$ cat src/rtl/pwm_channel_bank.sv
// Multi-channel PWM with a shared prescaled timebase, edge- or center-aligned.
// Top, compare and mode are shadowed and only change at a period boundary.
//
// dir state | meaning
// DIR_UP    | counting up (always the case in edge mode and at every boundary)
// DIR_DOWN  | center-aligned descent from shadowTop-1 towards 1
module pwm_channel_bank #(
    parameter int WIDTH          = 16,
    parameter int CHANNELS       = 4,
    parameter int PRESCALE_WIDTH = 8
) (
    input  logic                      clk,
    input  logic                      rst,
    input  logic                      enable,
    input  logic                      centerAligned,
    input  logic [PRESCALE_WIDTH-1:0] prescaleValue,
    input  logic [WIDTH-1:0]          topValue,
    input  logic [CHANNELS*WIDTH-1:0] compareValues,
    input  logic [CHANNELS-1:0]       channelEnable,
    input  logic [CHANNELS-1:0]       invert,
    output logic [WIDTH-1:0]          counterValue,
    output logic [CHANNELS-1:0]       pwm_out,
    output logic [CHANNELS-1:0]       compareRise,
    output logic [CHANNELS-1:0]       compareFall,
    output logic                      periodStart
);

    typedef enum logic {
        DIR_UP   = 1'b0,
        DIR_DOWN = 1'b1
    } dir_e;

    logic [PRESCALE_WIDTH-1:0] ps_q, ps_d;
    logic [WIDTH-1:0]          count_q, count_d;
    dir_e                      dir_q, dir_d;
    logic [WIDTH-1:0]          shadow_top_q;
    logic [CHANNELS*WIDTH-1:0] shadow_cmp_q;
    logic                      shadow_center_q;
    logic [CHANNELS-1:0]       state_q, state_d;
    logic [CHANNELS-1:0]       last_q;
    logic                      period_start_q;
    logic                      tick;
    logic                      boundary;
    logic                      load_shadow;

    assign tick = enable && (ps_q == prescaleValue);

    // A shrunken prescaleValue below ps_q lets ps_q run on and wrap naturally.
    always_comb begin
        ps_d = ps_q + PRESCALE_WIDTH'(1);
        if (!enable || tick) begin
            ps_d = '0;
        end
    end

    always_comb begin
        count_d = count_q;
        dir_d   = dir_q;
        if (shadow_top_q == '0) begin
            count_d = '0;
            dir_d   = DIR_UP;
        end else if (!shadow_center_q) begin
            dir_d   = DIR_UP;
            count_d = (count_q == shadow_top_q) ? '0 : count_q + WIDTH'(1);
        end else if (dir_q == DIR_UP) begin
            if (count_q == shadow_top_q) begin
                count_d = shadow_top_q - WIDTH'(1);
                // top==1 folds straight back to 0, which is itself the boundary
                dir_d   = (shadow_top_q == WIDTH'(1)) ? DIR_UP : DIR_DOWN;
            end else begin
                count_d = count_q + WIDTH'(1);
            end
        end else begin
            count_d = count_q - WIDTH'(1);
            if (count_q == WIDTH'(1)) begin
                dir_d = DIR_UP;
            end
        end
    end

    // Every return of the count to 0 on a tick starts a new period.
    assign boundary    = tick && (count_d == '0);
    assign load_shadow = boundary || !enable;

    always_comb begin
        state_d = '0;
        for (int n = 0; n < CHANNELS; n++) begin
            state_d[n] = enable && channelEnable[n] &&
                         (count_q < shadow_cmp_q[n*WIDTH +: WIDTH]);
        end
    end

    always_ff @(posedge clk) begin
        if (rst) begin
            ps_q            <= '0;
            count_q         <= '0;
            dir_q           <= DIR_UP;
            shadow_top_q    <= '0;
            shadow_cmp_q    <= '0;
            shadow_center_q <= 1'b0;
            state_q         <= '0;
            last_q          <= '0;
            period_start_q  <= 1'b0;
        end else begin
            ps_q <= ps_d;
            if (!enable) begin
                count_q <= '0;
                dir_q   <= DIR_UP;
            end else if (tick) begin
                count_q <= count_d;
                dir_q   <= dir_d;
            end
            if (load_shadow) begin
                shadow_top_q    <= topValue;
                shadow_cmp_q    <= compareValues;
                shadow_center_q <= centerAligned;
            end
            state_q        <= state_d;
            last_q         <= state_q;
            period_start_q <= boundary;
        end
    end

    assign counterValue = count_q;
    assign pwm_out      = state_q ^ invert;
    assign compareRise  = state_q & ~last_q;
    assign compareFall  = ~state_q & last_q;
    assign periodStart  = period_start_q;

endmodule

$ cat config.mk
export PLATFORM = sky130hd
export DESIGN_NAME = pwm_channel_bank
export DESIGN_NICKNAME = d
export VERILOG_FILES = /design/src/rtl/pwm_channel_bank.sv
export SDC_FILE = /design/constraint.sdc
export NUM_CORES = 1
export LEC_CHECK = 0
export ABC_AREA = 1
export BUFFER_PORTS_ARGS = -buffer_cell sky130_fd_sc_hd__clkbuf_2
export CAP_MARGIN = 20
export CORE_AREA = 2 2 93 162
export CTS_BUF_LIST = sky130_fd_sc_hd__clkbuf_8
export CTS_CLUSTER_SIZE = 40
export DETAILED_ROUTE_END_ITERATION = 8
export DIE_AREA = 0 0 95 164
export GPL_TIMING_DRIVEN = 0
export PLACE_DENSITY_LB_ADDON = 0.05
export SETUP_SLACK_MARGIN = 0.1
export SLEW_MARGIN = 15
export SYNTH_ARGS = -nofsm -noshare
export SYNTH_HDL_FRONTEND = slang
export SYNTH_SLANG_ARGS = --single-unit
$ cat constraint.sdc
create_clock -name clk -period 2.7 [get_ports clk]
set_input_delay 0.135 -clock clk [delete_from_list [all_inputs] [get_ports clk]]
set_output_delay 0.135 -clock clk [all_outputs]
set_load 0.02 [all_outputs]
# After elaboration in Yosys (flattened, before gate mapping)
# Cells that the tools add are included.
[op_classes] n_mux=11 n_addsub=4 reduce_logical=17 n_eq_ne=4 bitwise=6 magnitude_cmp=4
[op_table] cell="$mux W16" n=5
[op_table] cell="$lt A16 B16 Y1" n=4
[op_table] cell="$eq A16 B1 Y1 const B" n=2
[op_table] cell="$logic_not A16 Y1" n=2
[op_table] cell="$sub A16 B1 Y16 const B" n=2
[op_table] cell="$add A16 B1 Y16 const B" n=1
[op_table] cell="$eq A16 B16 Y1" n=1
[op_table] cell="$logic_and A1 B1 Y1" n=10
[op_table] cell="$add A8 B1 Y8 const B" n=1
[op_table] cell="$and A4 B4 Y4" n=2
[op_table] cell="$eq A8 B8 Y1" n=1
[op_table] cell="$not A4 Y4" n=2
[op_table] cell="$mux W1" n=6
[op_table] cell="$reduce_or A2 Y1" n=2
[op_table] cell="$xor A4 B4 Y4" n=1
[op_table] cell="$logic_or A1 B1 Y1" n=2
[op_table] cell="$logic_not A1 Y1" n=1
[op_table] cell="$not A1 Y1" n=1
[word_totals] elab_cells=55 inputBits=100 ff_bits=115 out_inout_bits=29

# Longest topological paths before layout
# Gate-level depths: netlist (run 1).
[depth] word_depth=8 depth_mapped=21 mapped_depth_nobuf=19

# Least setup slack after synthesis (run 1)
# OpenSTA, ideal clock, no wires.
[synth_timing] path_kind="reg2reg" start="register count_q[1], in the netlist counterValue[1]" end="register shadow_top_q[5]" path_buffers=2 slack_ps=41 setup_ps=113 t_arrival_ps=2546 synth_period_minus_slack_ps=2659 path_stages_with_launch=20 cell_sequence="dfxtp_1 ha_1 nand2_1 inv_1 nand2_1 nor2_1 nand3_1 xor2_1 nand2_1 nand2_1 nand2_1 nand2_1 nand2_1 nand3_1 nor2_2 nand2_4 buf_6 buf_6 a21oi_2 nor2_1"
[synth_via] elab_chain_len=8 word_cells_on_any_way=11 cone_classes="add/sub (2); eq/ne (1); mux (5); reduce/logical (3)"
[synth_lines] element="start, declared" line="34" rtl="logic [WIDTH-1:0] count_q, count_d;"
[synth_lines] element="start signal, assigned" line="110" rtl="count_q <= count_d;"
[synth_lines] element="$add A16 B1 Y16 or $eq A16 B16 Y1 (tied branches)" line="64, 71, 66"
[synth_lines] element="$mux W16" line="66" rtl="if (count_q == shadow_top_q) begin"
[synth_lines] element="$mux W16" line="65" rtl="end else if (dir_q == DIR_UP) begin"
[synth_lines] element="$mux W16 *" line="62" rtl="end else if (!shadow_center_q) begin"
[synth_lines] element="$mux W16 *" line="59" rtl="if (shadow_top_q == '0) begin"
[synth_lines] element="$logic_not A16 Y1 *" line="82" rtl="assign boundary = tick && (count_d == '0);"
[synth_lines] element="$logic_and A1 B1 Y1 *" line="82"
[synth_lines] element="$logic_or A1 B1 Y1 *" line="83" rtl="assign load_shadow = boundary || !enable;"
[synth_lines] element="end signal, assigned" line="114" rtl="shadow_top_q <= topValue;"
[synth_lines] element="end, declared" line="36" rtl="logic [WIDTH-1:0] shadow_top_q;"
# Mark *: on every way between the ends. The rest lies on a longest branch, timed or not.
# A chain may end at the register's enable or synchronous reset.

# Worst setup path in the final report (run 1)
[layout_timing] start="register count_q[10], in the netlist counterValue[10]" end="register shadow_cmp_q[9]"
[layout_via] elab_chain_len=8 word_cells_on_any_way=11 cone_classes="add/sub (2); eq/ne (1); mux (5); reduce/logical (3)"
[layout_lines] element="$add A16 B1 Y16 or $eq A16 B16 Y1 (tied branches)" line="64, 71, 66"
[layout_lines] element="$mux W16" line="66"
[layout_lines] element="$mux W16" line="65"
[layout_lines] element="$mux W16 *" line="62"
[layout_lines] element="$mux W16 *" line="59"
[layout_lines] element="$logic_not A16 Y1 *" line="82"
[layout_lines] element="$logic_and A1 B1 Y1 *" line="82"
[layout_lines] element="$logic_or A1 B1 Y1 *" line="83"
[layout_lines] element="end signal, assigned" line="115" rtl="shadow_cmp_q <= compareValues;"
[layout_lines] element="end, declared" line="37" rtl="logic [CHANNELS*WIDTH-1:0] shadow_cmp_q;"
# Marks and branches as above.

==> qor.yml, run 1 <==
finish:
  final_common_cell: "nand2_1"
  syn_to_final_growth_pct: 46.8
  drive_above_1_share_pct: 30.8
  num-nets-final: 1741
  fin_cells: 1769
  layout_common_cells: "259 x nand2_1, 164 x nor2_1, 127 x clkbuf_2"
grt:
  grt_start_max_net_pins: 17
  antenna_found_initial: 1
  track_usage_pct: 45.0
  grt_pass1_wl_um: 51800
  grt_pass1_vias: 10098
  grt_overflow: 0
run:
  drv_cap: 0
floorplanning:
  start_util_pct: 59.0
  core_um2: 14300
  die_x_um: 95
  core.rowCount: 58
  dieArea_um2: 15600
  die_y_um: 164
  io_pins: 129
worst_hold_path:
  whs_endpoint: "last_q[0]"
  hold_class: "in2reg"
  min_from: "rst"
  whs_path_depth: 2
setup_path:
  cp-end-kind: "flip-flop"
  cp.required_ps: 3050
  critPathLaunchType: "flip-flop"
  reg2regPathDepth: 22
  critPathKind: "reg2reg"
  critPathMaxFanout: 8
  rr_endpoint: "shadow_cmp_q[9]"
  r2r_slack_ps: -360
  crit_arrival_ps: 3400
  r2r_start: "counterValue[10]"
route:
  drc: 0
  vias_per_cell: 6.08
  drtPass1Iterations: 8
  drt_wl_total_um: 38300
  drt-initial-drc-count: 1107
  drtAntennaViolNets: 0
  wl_per_cell_um: 21.7
  vias: 10761
run_status:
  status: "finished with violations"
  failed_checks: "setup timing"
clocking:
  cts_tree: "done"
  cts_sinks: 115
  clk_pin_slew_ps: 90
  numCtsBuffers: 17
  cts_buffer_depth: 2
  cts-htree-levels: 4
  clock_tree.root_cell: "clkbuf_8"
  insertion_delay_ps: 480
logic_synthesis:
  avgSynthCellArea_um2: 6.66
  synth_cell_types: 35
  synth_area_um2: 8430
  ys_seq_elements: 115
  synth.net_count: 1431
  yosysWarnings: 0
  synth.yosys.seq_area_share_pct: 27.3
  synth_cells: 1265
power_and_ir_drop:
  p_leak_nw: 6.07
  p_total_mw: 4.79
  ir_drop_uv: 391
  power.density_nw_per_um2: 387
placement:
  pre_cts_ws_ps: -699
  portBuffers: 127
  place_congestion: 1.00
  place_inst: 1572
  dp_hpwl_um: 20500
sta:
  slew_headroom_pct: 30.5
  whs_ps: 59.9
  rsz0062_at_grt: "true"
  clock_skew_ps: 26.3
  period_share_pct: 113
  finalSetupViolCount: 81
  hold_viol: 0
  drv_slew: 0
  min_period_ps: 3060
  worst_slack_ps: -358
  worstMarginPinSlew_ps: 1040
  max_freq_mhz: 327
==> sequential cells by signal (all words and copies together), names as in the netlist <==
signal / cells
shadow_cmp_q: 64
counterValue: 16
shadow_top_q: 16
ps_q: 8
last_q: 4
state_q: 4
dir_q: 1
periodStart: 1
shadow_center_q: 1
==> synthesized netlist by cell type <==
library cell	instances	share of area, %
or2_2	1	0.074
buf_4	8	0.71
a21o_1	1	0.089
nand3b_1	3	0.27
nand3_1	133	7.9
a21oi_1	60	3.6
buf_1	9	0.40
inv_2	12	0.53
buf_2	19	1.1
buf_8	7	1.2
xor2_1	37	3.8
nor2_1	186	8.3
o2111ai_1	3	0.31
a2111oi_0	2	0.21
o21ai_0	34	2.0
o211ai_1	7	0.62
nor3b_1	1	0.089
xnor2_1	1	0.10
nor2_4	1	0.13
nor4_1	4	0.30
nand2_4	2	0.27
nor2_2	5	0.37
inv_1	131	5.8
ha_1	66	9.8
clkbuf_1	17	0.76
nand2_2	1	0.074
a211oi_1	2	0.18
o211ai_2	1	0.15
a21oi_2	80	8.3
nor3_1	8	0.47
nand2_1	284	13
a21boi_0	4	0.36
dfxtp_1	115	27
buf_6	3	0.40
nand4_1	17	1.3
==> worst max-delay path: stages (launching register included) <==
cell and delay, ps:
dfxtp_4 420, buf_8 130, clkinvlp_4 70, nand2_1 50, nand2_1 40, nor2_1 100, nand2_1 100, nor2_4 160
buf_12 130, nand2_8 90, nand3_2 110, inv_1 100, nand3_1 120, nand2_4 100, nor2_4 150, nand2_2 90
nor2_4 130, nand2_4 80, buf_6 130, buf_12 160, buf_12 150, a21oi_4 200, nor2_1 90
==> per-layer routing <==
| metal | wire length [µm] | vias up | share of wire (%) | GRT usage [%] |
|---|---|---|---|---|
| li1 | - | 4727 | - | - |
| met1 | 11400 | 4862 | 30 | 42.2 |
| met2 | 17900 | 811 | 47 | 73.9 |
| met3 | 4320 | 359 | 11 | 14.9 |
| met4 | 4690 | 2 | 12 | 43.7 |
| met5 | 13 | - | 0.034 | 0 |
==> final cells by class <==
cell class	instances	area (µm²)
multi-input cells	944	5890
plain buffers	63	592
diodes	1	2.50
fillers	742	1920
well taps	180	225
inverters	143	583
clock inverters	14	199
repair buffers	291	2270
clock buffers	18	248
flip-flops and latches	115	2370
==> report_power, final <==
part / switching [mW] / total (mW) / internal [mW]
registers: 0.0541 / 1.83 / 1.77
logic: 0.629 / 1.06 / 0.426
clock network: 0.871 / 1.91 / 1.04
total: 1.55 / 4.79 / 3.24
==> how the worst max path moves through the flow <==
stage	from	end	slack, ps	cells past startpoint
6_report	counterValue[10]	shadow_cmp_q[9]	-360	22
3_3_place_gp	counterValue[13]	shadow_cmp_q[16]	-680	21
4_1_cts	counterValue[2]	shadow_cmp_q[8]	-30	20
5_1_grt	shadow_top_q[6]	shadow_cmp_q[9]	-440	17
3_5_place_dp	counterValue[13]	shadow_cmp_q[8]	-700	21
2_1_floorplan	counterValue[7]	shadow_top_q[5]	130	21
==> through the flow <==
step / TNS, ps / util (%) / area (µm²)
2_1_floorplan: 0 / - / 8430
3_3_place_gp: -51610 / 65.0 / 9290
3_5_place_dp: -52040 / 65.0 / 9290
4_1_cts: -364 / 81.5 / 11700
5_1_grt: -27410 / 86.6 / 12400
6_report: -20000 / 86.6 / 12400
==> logic make-up after synthesis <==
| logic type | share of synthesized area, % |
|---|---|
| buffers and inverters | 11.0 |
| and+or+nand+nor | 32.1 |
| DFF | 27.3 |
| adders and majority gates | 9.80 |
| AOI/OAI and AO/OA | 15.8 |
| xor gates and xnor gates | 3.95 |
==> timing repair <==
item	4_1_cts	5_1_grt
endpoints found under the hold margin	83	0
resized for setup	145	123
gates cloned	5	4
hold buffers	83	0
setup endpoints to repair	83	82
pin swaps	43	52
setup buffers	58	14
(Power assumes the default switching activity.)
==> run 2, diff against run 1 <==
--- a/config.mk
+++ b/config.mk
@@ -16,6 +16,7 @@
 export GPL_TIMING_DRIVEN = 0
 export PLACE_DENSITY_LB_ADDON = 0.05
 export SETUP_SLACK_MARGIN = 0.1
+export SKIP_CTS_REPAIR_TIMING = 1
 export SLEW_MARGIN = 15
 export SYNTH_ARGS = -nofsm -noshare
 export SYNTH_HDL_FRONTEND = slang
==> run 2 against run 1 <==
Critical path type unchanged. Register-to-register slack worse by 150 ps. Clock power about the same. Combinational power about the same. The flow finishes with violations (hold timing, setup timing). Worst setup slack worse by 150 ps. Critical path depth down 2. Sequential power about the same.
==> qor.yml, run 2 (synthesis results as in run 1) <==
clocking:
  cts_tree: "done"
  cts_buffer_depth: 2
  clock_tree.root_cell: "clkbuf_8"
  clk_pin_slew_ps: 80
  numCtsBuffers: 17
  cts_sinks: 115
  insertion_delay_ps: 480
  cts-htree-levels: 4
run:
  drv_cap: 0
grt:
  grt_start_max_net_pins: 17
  grt_use_met2_pct: 63.9
  grt_pass1_vias: 8515
  antenna_found_initial: 0
  grt_overflow: 0
  grt_use_met1_pct: 36.5
  gr-max-usage-layer: "met2"
  grt_pass1_wl_um: 42200
  track_usage_pct: 35.9
  met3_usage_pct: 7.34
worst_hold_path:
  hold_class: "in2reg"
finish:
  syn_to_final_growth_pct: 44.9
  num-nets-final: 1745
  post-route-util_pct: 85.4
  drive_above_1_share_pct: 28.5
  largest_reg_flops: 64
  layout_common_cells: "266 x nand2_1, 174 x nor2_1, 129 x inv_1"
  final_common_cell: "nand2_1"
  top_register: "shadow_cmp_q"
  fin_cells: 1772
  diodes: 0
setup_path:
  cpMostUsedCell: "nand2_1"
  cp_slowest_cell: "dfxtp_4"
  crit_arrival_ps: 3560
  cp-end-kind: "flip-flop"
  critPathLaunchType: "flip-flop"
  slowest_delay_ps: 370
  critPathKind: "reg2reg"
  cp.required_ps: 3050
  critPathMaxFanout: 7
  crit_chain: "buf_8 -> inv_2 -> nand2_1 -> nand2_1 -> nor2_1 -> nand2_1 -> nor2_4 -> buf_6 -> nand4_1 -> nand3_2 -> nand2_2 -> inv_2 -> nor2_2 -> nand3_2 -> nor2_4 -> nand2_8 -> clkbuf_16 -> clkbuf_16 -> a21oi_4 -> nor2_1"
run_status:
  failed_checks: "hold timing, setup timing"
  status: "finished with violations"
route:
  drt-initial-drc-count: 920
  wl_per_cell_um: 20.6
  vias: 10638
  drtAntennaViolNets: 0
  vias_per_cell: 6.00
  drtPass1Iterations: 8
  drt_wl_total_um: 36400
  drc: 0
placement:
  portBuffers: 127
  dp_hpwl_um: 20500
  pre_cts_ws_ps: -699
  place_congestion: 1.00
  place_inst: 1572
sta:
  rsz0062_at_grt: "true"
  min_period_ps: 3210
  hold_viol: 1
  worst_slack_ps: -510
  clock_skew_ps: 29.8
  period_share_pct: 119
  worstMarginPinSlew_ps: 1110
  drv_slew: 0
  finalSetupViolCount: 81
  slew_headroom_pct: 26.1
  whs_ps: -12.4
  max_freq_mhz: 312
  setup-tns-final_ps: -30390
floorplanning:
  dieArea_um2: 15600
  io_pins: 129
  core_um2: 14300
  start_util_pct: 59.0
  core.rowCount: 58
  die_y_um: 164
  die_x_um: 95
power_and_ir_drop:
  p_leak_nw: 6.05
  p_total_mw: 4.77
  power.density_nw_per_um2: 391
  ir_drop_uv: 362
## run 2: layer usage
layer / up-vias / routed length (µm) / share of wire [%]
met5: - / 0 / 0
met4: 0 / 4110 / 11
met3: 326 / 3840 / 11
met2: 751 / 17200 / 47
met1: 4830 / 11200 / 31
li1: 4731 / - / -
## run 2: critical path, delay by kind of cell (launching register included)
| kind | cells | cell delay (ps) |
|---|---|---|
| buffers and inverters | 6 | 840 |
| AOI/OAI and AO/OA | 1 | 190 |
| and+or+nand+nor | 13 | 1650 |
| DFF | 1 | 370 |
## run 2: layout make-up
class / count / area (µm²)
buffer: 63 / 576
clock buffer: 18 / 248
clock inverter: 14 / 199
fill: 806 / 2080
inverter: 143 / 558
multi-input combinational: 946 / 5730
sequential: 115 / 2370
tap: 180 / 225
timing repair buffer: 293 / 2310
## run 2: stage by stage
stage | area, µm² | hold slack (ps)
after floorplan | 8430 | 259
after global placement | 9290 | 358
after detailed placement | 9290 | 365
after CTS | 9740 | -110
after global routing | 12200 | -4.27
final | 12200 | -12.4
## run 2: worst paths after layout
path                         start               end  slack (ps)  cells after the start
hold / removal    channelEnable[1]        state_q[1]         -10                      3
setup / recovery   counterValue[9]  shadow_cmp_q[60]        -510                     20
setup reg to reg   counterValue[9]  shadow_cmp_q[60]        -510                     20
hold reg to reg         state_q[0]         last_q[0]         480                      2
## run 2: where the power goes
part / switching [mW] / leakage [nW] / internal, mW
Clock: 0.872 / 0.218 / 1.04
Sequential: 0.0521 / 0.963 / 1.77
Combinational: 0.612 / 4.86 / 0.421
